==> config.mk <==
export PLATFORM = sky130hd
export DESIGN_NAME = if_id_skid_stage_flat
export DESIGN_NICKNAME = d
export VERILOG_FILES = /design/src/rtl/if_id_pkg.sv /design/src/rtl/if_id_skid_stage_if.sv /design/src/rtl/pipe_sat_counter.sv /design/src/rtl/if_id_skid_stage.sv /design/src/flat_wrapper.sv
export SDC_FILE = /design/constraint.sdc
export NUM_CORES = 1
export LEC_CHECK = 0
export CAP_MARGIN = 30
export CORE_MARGIN = 3
export CORE_UTILIZATION = 40
export CTS_CLUSTER_SIZE = 8
export DETAILED_ROUTE_END_ITERATION = 8
export PLACE_DENSITY = 0.75
export SLEW_MARGIN = 0
export SYNTH_ARGS = -nofsm -noshare
export SYNTH_HDL_FRONTEND = slang
export SYNTH_SLANG_ARGS = --single-unit
==> constraint.sdc <==
create_clock -name Clock_i -period 6.5 [get_ports Clock_i]
set_input_delay 0.975 -clock Clock_i [delete_from_list [all_inputs] [get_ports Clock_i]]
set_output_delay 0.975 -clock Clock_i [all_outputs]
set_load 0.1 [all_outputs]
==> src/rtl/if_id_pkg.sv <==
// Shared types and defaults for the elastic IF/ID pipeline stage.
package if_id_pkg;

    localparam int unsigned DEF_PC_W   = 32;
    localparam int unsigned DEF_INST_W = 32;
    localparam int unsigned DEF_CNT_W  = 16;

    typedef enum logic [1:0] {
        EMPTY = 2'd0,
        FULL  = 2'd1,
        SKID  = 2'd2
    } stage_state_t;

    // All-zero word decodes as a NOP in the downstream decoder.
    localparam logic [DEF_INST_W-1:0] NOP_INST = '0;

endpackage

==> src/rtl/if_id_skid_stage_if.sv <==
// Fetch-to-decode valid/ready handshake bundle; slave is the stage, master drives it.
interface if_id_skid_stage_if
    import if_id_pkg::*;
#(
    parameter int unsigned PC_W   = DEF_PC_W,
    parameter int unsigned INST_W = DEF_INST_W
);

    logic              in_valid_i;
    logic              in_ready_o;
    logic [PC_W-1:0]   in_pc4_i;
    logic [INST_W-1:0] in_inst_i;
    logic              out_valid_o;
    logic              out_ready_i;
    logic [PC_W-1:0]   out_pc4_o;
    logic [INST_W-1:0] out_inst_o;

    modport slave (
        input  in_valid_i, in_pc4_i, in_inst_i, out_ready_i,
        output in_ready_o, out_valid_o, out_pc4_o, out_inst_o
    );

    modport master (
        output in_valid_i, in_pc4_i, in_inst_i, out_ready_i,
        input  in_ready_o, out_valid_o, out_pc4_o, out_inst_o
    );

endinterface

==> src/rtl/pipe_sat_counter.sv <==
// Saturating event counter with synchronous clear; clear wins over increment.
module pipe_sat_counter #(
    parameter int unsigned CNT_W = 16
) (
    input  logic             Clock_i,
    input  logic             Reset_i,
    input  logic             inc_i,
    input  logic             clr_i,
    output logic [CNT_W-1:0] count_o
);

    logic [CNT_W-1:0] count_q;

    always_ff @(posedge Clock_i or posedge Reset_i) begin
        if (Reset_i) begin
            count_q <= '0;
        end else if (clr_i) begin
            count_q <= '0;
        end else if (inc_i && (count_q != {CNT_W{1'b1}})) begin
            count_q <= count_q + CNT_W'(1);
        end
    end

    assign count_o = count_q;

endmodule

==> src/rtl/if_id_skid_stage.sv <==
// Elastic IF/ID stage: main + skid register pair, registered ready, flush and activity counters.
module if_id_skid_stage
    import if_id_pkg::*;
#(
    parameter int unsigned PC_W   = DEF_PC_W,
    parameter int unsigned INST_W = DEF_INST_W,
    parameter int unsigned CNT_W  = DEF_CNT_W
) (
    input  logic             Clock_i,
    input  logic             Reset_i,
    input  logic             Flush_i,
    if_id_skid_stage_if.slave bus,
    input  logic             cnt_clr_i,
    output logic [CNT_W-1:0] stall_cnt_o,
    output logic [CNT_W-1:0] flush_cnt_o
);

    stage_state_t      state_q;
    logic [PC_W-1:0]   main_pc4_q, skid_pc4_q;
    logic [INST_W-1:0] main_inst_q, skid_inst_q;
    logic              in_ready_q, out_valid_q;
    logic              in_hs;

    assign in_hs = bus.in_valid_i & in_ready_q;

    // Main is zeroed whenever it goes empty, so payload outputs need no gating.
    always_ff @(posedge Clock_i or posedge Reset_i) begin
        if (Reset_i) begin
            state_q     <= EMPTY;
            main_pc4_q  <= '0;
            main_inst_q <= INST_W'(NOP_INST);
            skid_pc4_q  <= '0;
            skid_inst_q <= INST_W'(NOP_INST);
            in_ready_q  <= 1'b1;
            out_valid_q <= 1'b0;
        end else if (Flush_i) begin
            state_q     <= EMPTY;
            main_pc4_q  <= '0;
            main_inst_q <= INST_W'(NOP_INST);
            skid_pc4_q  <= '0;
            skid_inst_q <= INST_W'(NOP_INST);
            in_ready_q  <= 1'b1;
            out_valid_q <= 1'b0;
        end else begin
            unique case (state_q)
                EMPTY: begin
                    if (in_hs) begin
                        main_pc4_q  <= bus.in_pc4_i;
                        main_inst_q <= bus.in_inst_i;
                        out_valid_q <= 1'b1;
                        state_q     <= FULL;
                    end
                end
                FULL: begin
                    if (bus.out_ready_i && in_hs) begin
                        main_pc4_q  <= bus.in_pc4_i;
                        main_inst_q <= bus.in_inst_i;
                    end else if (bus.out_ready_i) begin
                        main_pc4_q  <= '0;
                        main_inst_q <= INST_W'(NOP_INST);
                        out_valid_q <= 1'b0;
                        state_q     <= EMPTY;
                    end else if (in_hs) begin
                        skid_pc4_q  <= bus.in_pc4_i;
                        skid_inst_q <= bus.in_inst_i;
                        in_ready_q  <= 1'b0;
                        state_q     <= SKID;
                    end
                end
                SKID: begin
                    if (bus.out_ready_i) begin
                        main_pc4_q  <= skid_pc4_q;
                        main_inst_q <= skid_inst_q;
                        skid_pc4_q  <= '0;
                        skid_inst_q <= INST_W'(NOP_INST);
                        in_ready_q  <= 1'b1;
                        state_q     <= FULL;
                    end
                end
                default: begin
                    state_q     <= EMPTY;
                    in_ready_q  <= 1'b1;
                    out_valid_q <= 1'b0;
                end
            endcase
        end
    end

    assign bus.in_ready_o  = in_ready_q;
    assign bus.out_valid_o = out_valid_q;
    assign bus.out_pc4_o   = main_pc4_q;
    assign bus.out_inst_o  = main_inst_q;

    pipe_sat_counter #(.CNT_W(CNT_W)) u_stall_cnt (
        .Clock_i (Clock_i),
        .Reset_i (Reset_i),
        .inc_i   (out_valid_q & ~bus.out_ready_i),
        .clr_i   (cnt_clr_i),
        .count_o (stall_cnt_o)
    );

    pipe_sat_counter #(.CNT_W(CNT_W)) u_flush_cnt (
        .Clock_i (Clock_i),
        .Reset_i (Reset_i),
        .inc_i   (Flush_i & (state_q != EMPTY)),
        .clr_i   (cnt_clr_i),
        .count_o (flush_cnt_o)
    );

endmodule

==> src/flat_wrapper.sv <==
// flat-port wrapper written by rule: the top's interface ports become plain ports
module if_id_skid_stage_flat import if_id_pkg::*;
#(
    parameter int unsigned PC_W   = DEF_PC_W,
    parameter int unsigned INST_W = DEF_INST_W,
    parameter int unsigned CNT_W  = DEF_CNT_W
)
  (Clock_i, Reset_i, Flush_i, cnt_clr_i, stall_cnt_o, flush_cnt_o, bus_in_valid_i, bus_in_pc4_i, bus_in_inst_i, bus_out_ready_i, bus_in_ready_o, bus_out_valid_o, bus_out_pc4_o, bus_out_inst_o);
  if_id_skid_stage_if #(.PC_W(PC_W), .INST_W(INST_W)) bus_i ();
  input  logic Clock_i;
  input  logic Reset_i;
  input  logic Flush_i;
  input  logic cnt_clr_i;
  output logic [CNT_W-1:0] stall_cnt_o;
  output logic [CNT_W-1:0] flush_cnt_o;
  input wire logic [$bits(bus_i.in_valid_i)-1:0] bus_in_valid_i;
  input wire logic [$bits(bus_i.in_pc4_i)-1:0] bus_in_pc4_i;
  input wire logic [$bits(bus_i.in_inst_i)-1:0] bus_in_inst_i;
  input wire logic [$bits(bus_i.out_ready_i)-1:0] bus_out_ready_i;
  output wire logic [$bits(bus_i.in_ready_o)-1:0] bus_in_ready_o;
  output wire logic [$bits(bus_i.out_valid_o)-1:0] bus_out_valid_o;
  output wire logic [$bits(bus_i.out_pc4_o)-1:0] bus_out_pc4_o;
  output wire logic [$bits(bus_i.out_inst_o)-1:0] bus_out_inst_o;
  assign bus_i.in_valid_i = bus_in_valid_i;
  assign bus_i.in_pc4_i = bus_in_pc4_i;
  assign bus_i.in_inst_i = bus_in_inst_i;
  assign bus_i.out_ready_i = bus_out_ready_i;
  assign bus_in_ready_o = bus_i.in_ready_o;
  assign bus_out_valid_o = bus_i.out_valid_o;
  assign bus_out_pc4_o = bus_i.out_pc4_o;
  assign bus_out_inst_o = bus_i.out_inst_o;
  if_id_skid_stage #(.PC_W(PC_W), .INST_W(INST_W), .CNT_W(CNT_W)) u_core (.Clock_i(Clock_i), .Reset_i(Reset_i), .Flush_i(Flush_i), .bus(bus_i), .cnt_clr_i(cnt_clr_i), .stall_cnt_o(stall_cnt_o), .flush_cnt_o(flush_cnt_o));
endmodule
==> results of run 1 <==
## Yosys cell counts (all sizes together)
master / n
nor2b: 9
dfstp: 1
and2b: 1
a211oi: 7
nor4: 2
mux2: 9
a31oi: 1
a41o: 1
clkbuf: 27
or4b: 1
inv: 10
nand2: 142
nand2b: 7
ha: 7
a311oi: 3
a21oi: 88
nand4: 12
and3: 6
o21a: 2
o31ai: 10
and2: 5
a41oi: 1
nor2: 78
dfrtp: 163
o21ai: 70
o41ai: 2
or4: 10
or2b: 1
a21boi: 1
a22oi: 65
o311ai: 2
or3: 5
a32o: 1
and4b: 3
nor3: 4
buf: 32
nand3: 11
nand3b: 1
and4: 4
mux2i: 3
and4bb: 1
or2: 1
a21bo: 3
## metrics by stage
| stage | power, µW | instance area, µm² | std cells |
|---|---|---|---|
| floorplan | 3580 | 7680 | 813 |
| global placement | 4210 | 9430 | 1162 |
| detailed placement | 4240 | 9460 | 1163 |
| CTS | 5260 | 10000 | 1195 |
| global route | 5450 | 10000 | 1195 |
| finish | 5220 | 10000 | 1195 |
## power breakdown
group          total (µW)  leakage [µW]  switching, µW  internal (µW)
sequential           1500       0.00213            191           1310
combinational        2720       0.00178           2100            618
clock                1000      0.000283            442            562
## routing by layer
metal	GRT usage, %	vias to the layer above	wire length (µm)
met1	26.5	3147	9030
met2	29.1	183	8830
met5	0	-	0
met3	4.40	12	1070
li1	-	3158	-
met4	4.03	0	170
## cell usage in the layout (no fill, tap or decap), types with 10 or more instances in the layout
cell type	instances
clkbuf_16	17
or4_1	10
a22oi_1	65
clkdlybuf4s50_1	167
o31ai_1	10
nand4_1	10
o21ai_0	63
nor2_1	77
a21oi_1	87
nand2_1	142
nand3_1	11
dfrtp_1	163
## kinds of logic (layout without fill, tap and decap cells)
family	count (synthesis)	count (layout)	synth area share (%)
multiplexers	12	12	1.71
buffers and inverters	69	217	4.61
AO/OA/AOI/OAI	257	257	20.7
adder cells (fa/ha/maj)	7	7	1.14
flip-flops	164	164	53.4
AND/OR/NAND/NOR	304	304	18.4
## worst max-delay path by stage
stage / depth (start not counted) / start / endpoint / slack, ns
2_1_floorplan: 1 / Reset_i / u_core.bus.out_inst_o[0]$_DFFE_PP0P_ / 1.09
3_3_place_gp: 5 / bus_out_ready_i / u_core.skid_pc4_q[27]$_DFFE_PP0P_ / 3.04
3_5_place_dp: 5 / bus_out_ready_i / u_core.bus.out_pc4_o[11]$_DFFE_PP0P_ / 3.04
4_1_cts: 1 / u_core.bus.in_ready_o$_DFFE_PP1P_ / bus_in_ready_o / 3.26
5_1_grt: 1 / u_core.bus.in_ready_o$_DFFE_PP1P_ / bus_in_ready_o / 3.21
6_report: 1 / u_core.bus.in_ready_o$_DFFE_PP1P_ / bus_in_ready_o / 3.28
## area by class of cell
| cell class | instances | area [µm²] | area share (%) |
|---|---|---|---|
| tap | 234 | 293 | 2.91 |
| inverter | 10 | 42.5 | 0.423 |
| clock inverter | 13 | 139 | 1.38 |
| timing repair buffer | 175 | 1750 | 17.4 |
| sequential | 164 | 4110 | 40.9 |
| clock buffer | 19 | 453 | 4.51 |
| multi-input combinational | 580 | 3260 | 32.5 |
## flip-flops by register name, summed over array words and instances (netlist names)
register / cells
u_core.bus.out_inst_o: 32
u_core.bus.out_pc4_o: 32
u_core.skid_inst_q: 32
u_core.skid_pc4_q: 32
u_core.u_flush_cnt.count_o: 16
u_core.u_stall_cnt.count_o: 16
u_core.state_q: 2
u_core.bus.in_ready_o: 1
u_core.bus.out_valid_o: 1
==> flow_summary_export.csv, run 1 <==
group,metric,value,unit
min_path,hold_end,"u_core.skid_inst_q[20]$_DFFE_PP0P_",
detailed_routing,drc,0,
layout,num-fill-cells,1676,
sta,rsz0062_at_grt,"no",
layout,fin_util,53.5,%
global_route,gr-total-overflow,0,
sta,drv_slew,0,
clock_network,cts_hold_buf,0,
sta,relSlewSlack,30.9,%
clock_network,clk_pin_slew,0.06,ns
detailed_routing,wl_per_cell,16.0,µm
clock_network,ctsResizeCount,0,
yosys,syn_inst,813,
detailed_routing,ant_nets,0,
worst_setup_path,worst_path_largest_cell_delay,1.21,ns
die,die_w,145,µm
sta,tns,0,ns
global_route,grt_pass1_vias,6282,
yosys,synth-seq-cells,164,
placement,place_ws,3.04,ns
yosys,synthTopCellsByArea,"dfrtp_1 53%, nand2_1 6.9%, a22oi_1 6.4%",
detailed_routing,routed_wl,19100,µm
worst_setup_path,path_cells,"clkdlybuf4s50_1",
clock_network,h-tree-depth,4,
global_route,grt_start_max_net_pins,96,
worst_setup_path,r2r_end,"u_core.bus.out_inst_o[31]$_DFFE_PP0P_",
yosys,post_synth_num_cell_types,55,
global_route,antenna_found_initial,0,
sta,hold_violations,0,
worst_setup_path,r2r_start,"u_core.state_q[0]$_DFFE_PP0P_",
worst_setup_path,crit_required,5.52,ns
sta,fmax,310,MHz
detailed_routing,routed_via_density,5.44,
clock_network,cts_tree,"built",
global_route,grt_pass1_wl,31700,µm
clock_network,clockRootBuffer,"clkbuf_16",
min_path,min_from,"u_core.skid_inst_q[20]$_DFFE_PP0P_",
clock_network,cts_buffers,17,
yosys,syn_area_per_cell,9.45,µm²
worst_setup_path,crit_arrival,2.25,ns
sta,layout_worst_path_cycle_share,49.6,%
power,power.density,520,nW/µm²
yosys,yosysTopAreaCell,"dfrtp_1",
sta,holdWs,0.480,ns
detailed_routing,num_vias,6500,
sta,finClkSkew,0.00976,ns
yosys,synthesis.area,7680,µm²
worst_setup_path,slowest_stage,"clkdlybuf4s50_1",
placement,port_buffers,167,
layout,layout.nets,1025,
die,row_count,50,
global_route,grt_use_total,18.6,%
placement,gp_congestion,0.801,
yosys,syn_nets,890,
detailed_routing,drtPass1Iterations,5,
sta,setup_viol,0,
sta,finalCriticalPeriod,3.22,ns
worst_setup_path,critPathMaxFanout,10,
layout,drive_gt1_share,7.80,%
worst_setup_path,endpoint_kind,"primary output",
power,power.leakage,0.00419,µW
worst_setup_path,r2r_slack,3.84,ns
die,num_io_pins,168,
die,core,18800,µm²
die,die_h,145,µm
min_path,whs_path_depth,2,
flow_run,cap_violations,0,
worst_setup_path,cp_top_family,"buffers and inverters",
clock_network,post_cts_buffers,0,
power,ir_worst_vdd,0.552,mV
worst_setup_path,worst-r2r-cell-count,7,
clock_network,clock_sinks,164,
min_path,hp-class,"reg2reg",
yosys,yosysWarnings,0,
sta,worst_pin_slew,1.03,ns
worst_setup_path,cp-start-kind,"flip-flop",
die,initial_core_util,40.9,%
layout,diodes,0,
outcome,status,"finished, final reports clean",
detailed_routing,drtIter0Drc,446,
worst_setup_path,worstSetupPathType,"reg2out",
placement,dp_hpwl,12300,µm
clock_network,clockBufferDepth,2,
die,die-area,20900,µm²
yosys,synth.top_cell.area_share,53.1,%
yosys,synth_seq_area_share,53.4,%
layout,area_growth,30.8,%
sta,fin_ws,3.28,ns
clock_network,insertion_delay,0.41,ns
worst_setup_path,worst-path-buf-inv,1,
Note: power is estimated with default switching activity, not from simulation.
==> run 2, diff against run 1 <==
==> constraint.sdc (replaced) <==
create_clock -name Clock_i -period 3.3 [get_ports Clock_i]
set_input_delay 0.495 -clock Clock_i [delete_from_list [all_inputs] [get_ports Clock_i]]
set_output_delay 0.495 -clock Clock_i [all_outputs]
set_load 0.1 [all_outputs]
==> flow_summary_export.csv, run 2 (synthesis gave the netlist of run 1 again) <==
group,metric,value,unit
layout,fin_util,53.7,%
layout,layout.nets,1030,
clock_network,clockBufferDepth,2,
placement,dp_hpwl,12600,µm
sta,fmax,396,MHz
worst_setup_path,crit_required,2.80,ns
layout,layout_commonest_cell,"dfrtp_1",
worst_setup_path,r2r_start,"u_core.state_q[1]$_DFFE_PP0P_",
sta,finClkSkew,0.00787,ns
clock_network,cts_hold_buf,0,
worst_setup_path,critPathMaxFanout,6,
global_route,top_usage_layer,"met2",
detailed_routing,wl_per_cell,16.2,µm
die,die-area,20900,µm²
min_path,hp-class,"reg2reg",
worst_setup_path,r2r_slack,1.01,ns
sta,relSlewSlack,31.4,%
clock_network,post_cts_buffers,0,
worst_setup_path,cp_top_family,"buffers and inverters",
layout,final_cell_mix,"163 x dfrtp_1, 143 x clkdlybuf4s50_1, 142 x nand2_1",
global_route,gr-usage-met2,29.7,%
power,seqPwrFrac,28.4,%
detailed_routing,ant_nets,0,
die,initial_core_util,40.9,%
sta,drv_slew,0,
layout,drive_gt1_share,10.6,%
power,power.density,1030,nW/µm²
die,die_w,145,µm
sta,setup_viol,0,
min_path,min_from,"u_core.skid_pc4_q[1]$_DFFE_PP0P_",
worst_setup_path,r2r_end,"u_core.skid_pc4_q[29]$_DFFE_PP0P_",
detailed_routing,drc,0,
global_route,gr-total-overflow,0,
die,die_h,145,µm
worst_setup_path,slowest_stage,"clkdlybuf4s50_1",
sta,hold_violations,0,
power,comb_power_share,52.1,%
worst_setup_path,crit_arrival,2.03,ns
placement,port_buffers,167,
clock_network,ctsResizeCount,0,
die,num_io_pins,168,
global_route,antenna_found_initial,0,
sta,tns,0,ns
worst_setup_path,worst_path_largest_cell_delay,1.17,ns
detailed_routing,routed_via_density,5.38,
outcome,status,"finished, final reports clean",
global_route,grt_use_total,18.9,%
min_path,whs_path_depth,2,
clock_network,clockRootBuffer,"clkbuf_16",
power,p_clk_share,19.5,%
detailed_routing,routed_wl,19500,µm
power,power.leakage,0.00428,µW
die,row_count,50,
placement,gp_congestion,0.817,
clock_network,insertion_delay,0.42,ns
power,power_switching,5330,µW
global_route,use_met1,25.8,%
worst_setup_path,path_cells,"clkdlybuf4s50_1",
sta,finalCriticalPeriod,2.52,ns
min_path,hold_end,"u_core.skid_pc4_q[1]$_DFFE_PP0P_",
power,ir_worst_vdd,0.935,mV
worst_setup_path,worst-r2r-cell-count,6,
worst_setup_path,worst-path-buf-inv,1,
clock_network,h-tree-depth,4,
clock_network,cts_buffers,17,
clock_network,cts_tree,"built",
clock_network,clk_pin_slew,0.06,ns
worst_setup_path,cp-start-kind,"flip-flop",
placement,placed_cell_area,9470,µm²
global_route,grt_pass1_vias,6285,
detailed_routing,drtIter0Drc,587,
worst_setup_path,worstSetupPathType,"reg2out",
global_route,gr-usage-met3,4.37,%
layout,area_growth,31.1,%
detailed_routing,drtPass1Iterations,5,
power,switching_share,51.5,%
die,core,18800,µm²
worst_setup_path,endpoint_kind,"primary output",
flow_run,cap_violations,0,
detailed_routing,num_vias,6461,
sta,layout_worst_path_cycle_share,76.5,%
sta,worst_pin_slew,1.03,ns
global_route,grt_start_max_net_pins,165,
clock_network,clock_sinks,164,
sta,rsz0062_at_grt,"no",
power,cell_internal_pwr,5030,µW
global_route,grt_pass1_wl,31600,µm
layout,final_cell_area,10100,µm²
-- run 2: cell count changes in the layout (fill, tap and decap cells not counted), sizes merged --
cell	delta
buf	+29
bufinv	+2
clkinv	+4
clkinvlp	-2
inv	-5
clkdlybuf4s50	-24
diode	+1
-- run 2: layer usage --
layer | part of all wire, % | up-vias | wire (µm)
met5 | 0 | - | 0
met4 | 1.7 | 0 | 327
met3 | 6.4 | 25 | 1250
met2 | 46 | 196 | 9020
met1 | 46 | 3078 | 8860
li1 | - | 3162 | -
-- run 2: tightest hold or removal path: stages (launching register included) --
cell and delay (ns):
dfrtp_1 0.34, nand2_1 0.06, o21ai_2 0.05
-- run 2: worst max path at each step --
stage          cells past startpoint                                    to                                  startpoint
2_1_floorplan                      1  u_core.bus.out_inst_o[0]$_DFFE_PP0P_                                     Reset_i
6_report                           1                       flush_cnt_o[12]  u_core.u_flush_cnt.count_o[12]$_DFFE_PP0P_
3_3_place_gp                       5     u_core.skid_pc4_q[26]$_DFFE_PP0P_                             bus_out_ready_i
5_1_grt                            1                       flush_cnt_o[12]  u_core.u_flush_cnt.count_o[12]$_DFFE_PP0P_
3_5_place_dp                       6   u_core.bus.out_pc4_o[6]$_DFFE_PP0P_                             bus_out_ready_i
4_1_cts                            1                       flush_cnt_o[12]  u_core.u_flush_cnt.count_o[12]$_DFFE_PP0P_
-- run 2: power groups by stage --
stage	combinational (µW)	clock [µW]	sequential, µW
floorplan	1120	0	5930
global placement	5380	0	2970
detailed placement	5420	0	2970
CTS	5430	2080	2950
global route	5660	2170	3020
finish	5390	2020	2940
-- run 2: stage by stage --
step	worst slack, ns	power (µW)	std cells	hold slack, ns
after floorplan	0.721	7040	813	0.449
after global placement	0.741	8350	1168	0.461
after detailed placement	0.647	8390	1168	0.467
after CTS	0.745	10500	1199	0.480
after global routing	0.690	10800	1199	0.507
final	0.777	10400	1200	0.479
-- run 2: cell type report --
type / count / area [µm²]
clock buffers: 19 / 443
fillers: 1682 / 8690
flip-flops and latches: 164 / 4110
inverters: 10 / 41.3
multi-input cells: 580 / 3260
diodes: 1 / 2.50
well taps: 234 / 293
repair buffers: 180 / 1770
clock inverters: 12 / 154
==> run 3, diff against run 2 <==
--- a/config.mk
+++ b/config.mk
@@ -10,7 +10,7 @@
 export CORE_UTILIZATION = 40
 export CTS_CLUSTER_SIZE = 8
 export DETAILED_ROUTE_END_ITERATION = 8
-export PLACE_DENSITY = 0.75
+export PLACE_DENSITY = 0.77
 export SLEW_MARGIN = 0
 export SYNTH_ARGS = -nofsm -noshare
 export SYNTH_HDL_FRONTEND = slang
==> constraint.sdc (replaced) <==
create_clock -name Clock_i -period 2.2 [get_ports Clock_i]
set_input_delay 0.33 -clock Clock_i [delete_from_list [all_inputs] [get_ports Clock_i]]
set_output_delay 0.33 -clock Clock_i [all_outputs]
set_load 0.1 [all_outputs]
==> flow_summary_export.csv, run 3 (synthesis gave the netlist of run 1 again) <==
group,metric,value,unit
outcome,status,"finished, final reports clean",
layout,diodes,0,
die,row_count,50,
worst_setup_path,critPathMaxFanout,33,
layout,final_cell_area,10100,µm²
detailed_routing,routed_via_density,5.44,
die,num_io_pins,168,
clock_network,clockBufferDepth,2,
sta,finalCriticalPeriod,2.08,ns
sta,hold_violations,0,
clock_network,cts_hold_buf,0,
detailed_routing,route.met2.wl,9350,µm
detailed_routing,wl_per_cell,16.2,µm
global_route,grt_pass1_vias,6177,
layout,final_cell_mix,"162 x dfrtp_1, 141 x nand2_1, 109 x buf_4",
sta,finClkSkew,0.00779,ns
sta,worst_pin_slew,0.513,ns
sta,fmax,482,MHz
die,core,18800,µm²
layout,num-fill-cells,1662,
worst_setup_path,cp-start-kind,"flip-flop",
placement,dpl.cell_count,1180,
clock_network,clock_sinks,164,
placement,gp_congestion,0.821,
placement,port_buffers,167,
layout,layout_commonest_cell,"dfrtp_1",
clock_network,clockRootBuffer,"clkbuf_16",
die,die_h,145,µm
clock_network,cts_tree,"built",
detailed_routing,routed_wl,19600,µm
detailed_routing,num_vias,6597,
placement,dp_hpwl,13300,µm
flow_run,cap_violations,0,
sta,rsz0062_at_grt,"no",
global_route,gr-total-overflow,0,
detailed_routing,met3WireLength,1370,µm
die,die_w,145,µm
layout,area_growth,31.3,%
power,power.density,1530,nW/µm²
worst_setup_path,r2r_end,"u_core.skid_inst_q[2]$_DFFE_PP0P_",
global_route,grt_use_total,18.7,%
placement,placed_cell_area,9490,µm²
detailed_routing,drtPass1Iterations,5,
power,power.leakage,0.00446,µW
detailed_routing,wl_met1,8650,µm
detailed_routing,drtIter0Drc,437,
sta,holdWs,0.408,ns
worst_setup_path,crit_required,2.50,ns
clock_network,post_cts_buffers,0,
sta,relSlewSlack,65.7,%
layout,drive_gt1_share,19.5,%
die,initial_core_util,40.9,%
clock_network,cts_buffers,17,
sta,drv_slew,0,
worst_setup_path,r2r_start,"u_core.state_q[1]$_DFFE_PP0P_",
layout,layout.nets,1042,
layout,instances_no_fill,1212,
global_route,antenna_found_initial,0,
clock_network,ctsResizeCount,0,
clock_network,clk_pin_slew,0.06,ns
die,die-area,20900,µm²
global_route,grt_pass1_wl,31400,µm
detailed_routing,highest_layer,"met4",
worst_setup_path,crit_arrival,2.37,ns
detailed_routing,ant_nets,0,
worst_setup_path,endpoint_kind,"flip-flop",
worst_setup_path,r2r_slack,0.12,ns
clock_network,insertion_delay,0.42,ns
worst_setup_path,worst-r2r-cell-count,7,
clock_network,h-tree-depth,4,
detailed_routing,drc,0,
global_route,grt_start_max_net_pins,64,
sta,setup_viol,0,
min_path,hp-class,"in2async",
sta,layout_worst_path_cycle_share,94.4,%
layout,fin_util,53.7,%
worst_setup_path,worstSetupPathType,"reg2reg",
power,ir_worst_vdd,1.54,mV
run 3: cell count changes in the layout (fill, tap and decap cells not counted), moves of 3 or more:
cell | before | now
clkdlybuf4s50_1 | 143 | 69
clkinvlp_4 | 1 | 5
buf_4 | 32 | 109
clkinv_4 | 3 | 0
buf_12 | 5 | 14
clkinv_2 | 4 | 1
run 3: layer usage:
layer	vias to the layer above	track usage, %
li1	3189	-
met1	3178	25.6
met2	213	29.5
met3	17	5.06
met4	0	5.06
met5	-	0
run 3: worst max-delay path: stages (launching register included):
cell,delay [ns]
dfrtp_1,0.43
inv_1,0.12
ha_2,0.26
a21bo_2,0.27
a311oi_4,0.34
buf_12,0.21
buf_12,0.18
o21ai_0,0.11
run 3: cell type report:
cell class / instances / area (µm²) / share of cell area [%]
clock buffer: 22 / 464 / 4.60
clock inverter: 10 / 121 / 1.20
inverter: 10 / 41.3 / 0.409
multi-input combinational: 580 / 3270 / 32.4
sequential: 164 / 4110 / 40.7
tap: 234 / 293 / 2.90
timing repair buffer: 192 / 1790 / 17.7
run 3: per-stage QoR:
| step | total power, µW | setup TNS [ns] | setup slack [ns] |
|---|---|---|---|
| 2_1_floorplan | 10600 | -35.75 | -0.214 |
| 3_3_place_gp | 12500 | 0 | 0.0947 |
| 3_5_place_dp | 12600 | 0 | 0.0176 |
| 4_1_cts | 15600 | 0 | 0.0504 |
| 5_1_grt | 16100 | 0 | 0.00813 |
| 6_report | 15500 | 0 | 0.123 |
run 3: worst max-delay path by stage:
| stage | startpoint | cells after the start | slack (ns) | to |
|---|---|---|---|---|
| floorplan | Reset_i | 1 | -0.21 | u_core.bus.out_inst_o[0]$_DFFE_PP0P_ |
| global placement | bus_out_ready_i | 6 | 0.09 | u_core.state_q[0]$_DFFE_PP0P_ |
| detailed placement | bus_in_valid_i | 6 | 0.02 | u_core.skid_pc4_q[26]$_DFFE_PP0P_ |
| CTS | u_core.state_q[0]$_DFFE_PP0P_ | 7 | 0.05 | u_core.bus.out_inst_o[9]$_DFFE_PP0P_ |
| global route | u_core.state_q[0]$_DFFE_PP0P_ | 6 | 0.008 | u_core.u_flush_cnt.count_o[7]$_DFFE_PP0P_ |
| finish | u_core.state_q[1]$_DFFE_PP0P_ | 7 | 0.12 | u_core.skid_inst_q[2]$_DFFE_PP0P_ |
run 3: power by group:
group          switching [µW]  total, µW  internal (µW)
combinational            6270       8050           1780
clock                    1220       2970           1740
sequential                566       4440           3870
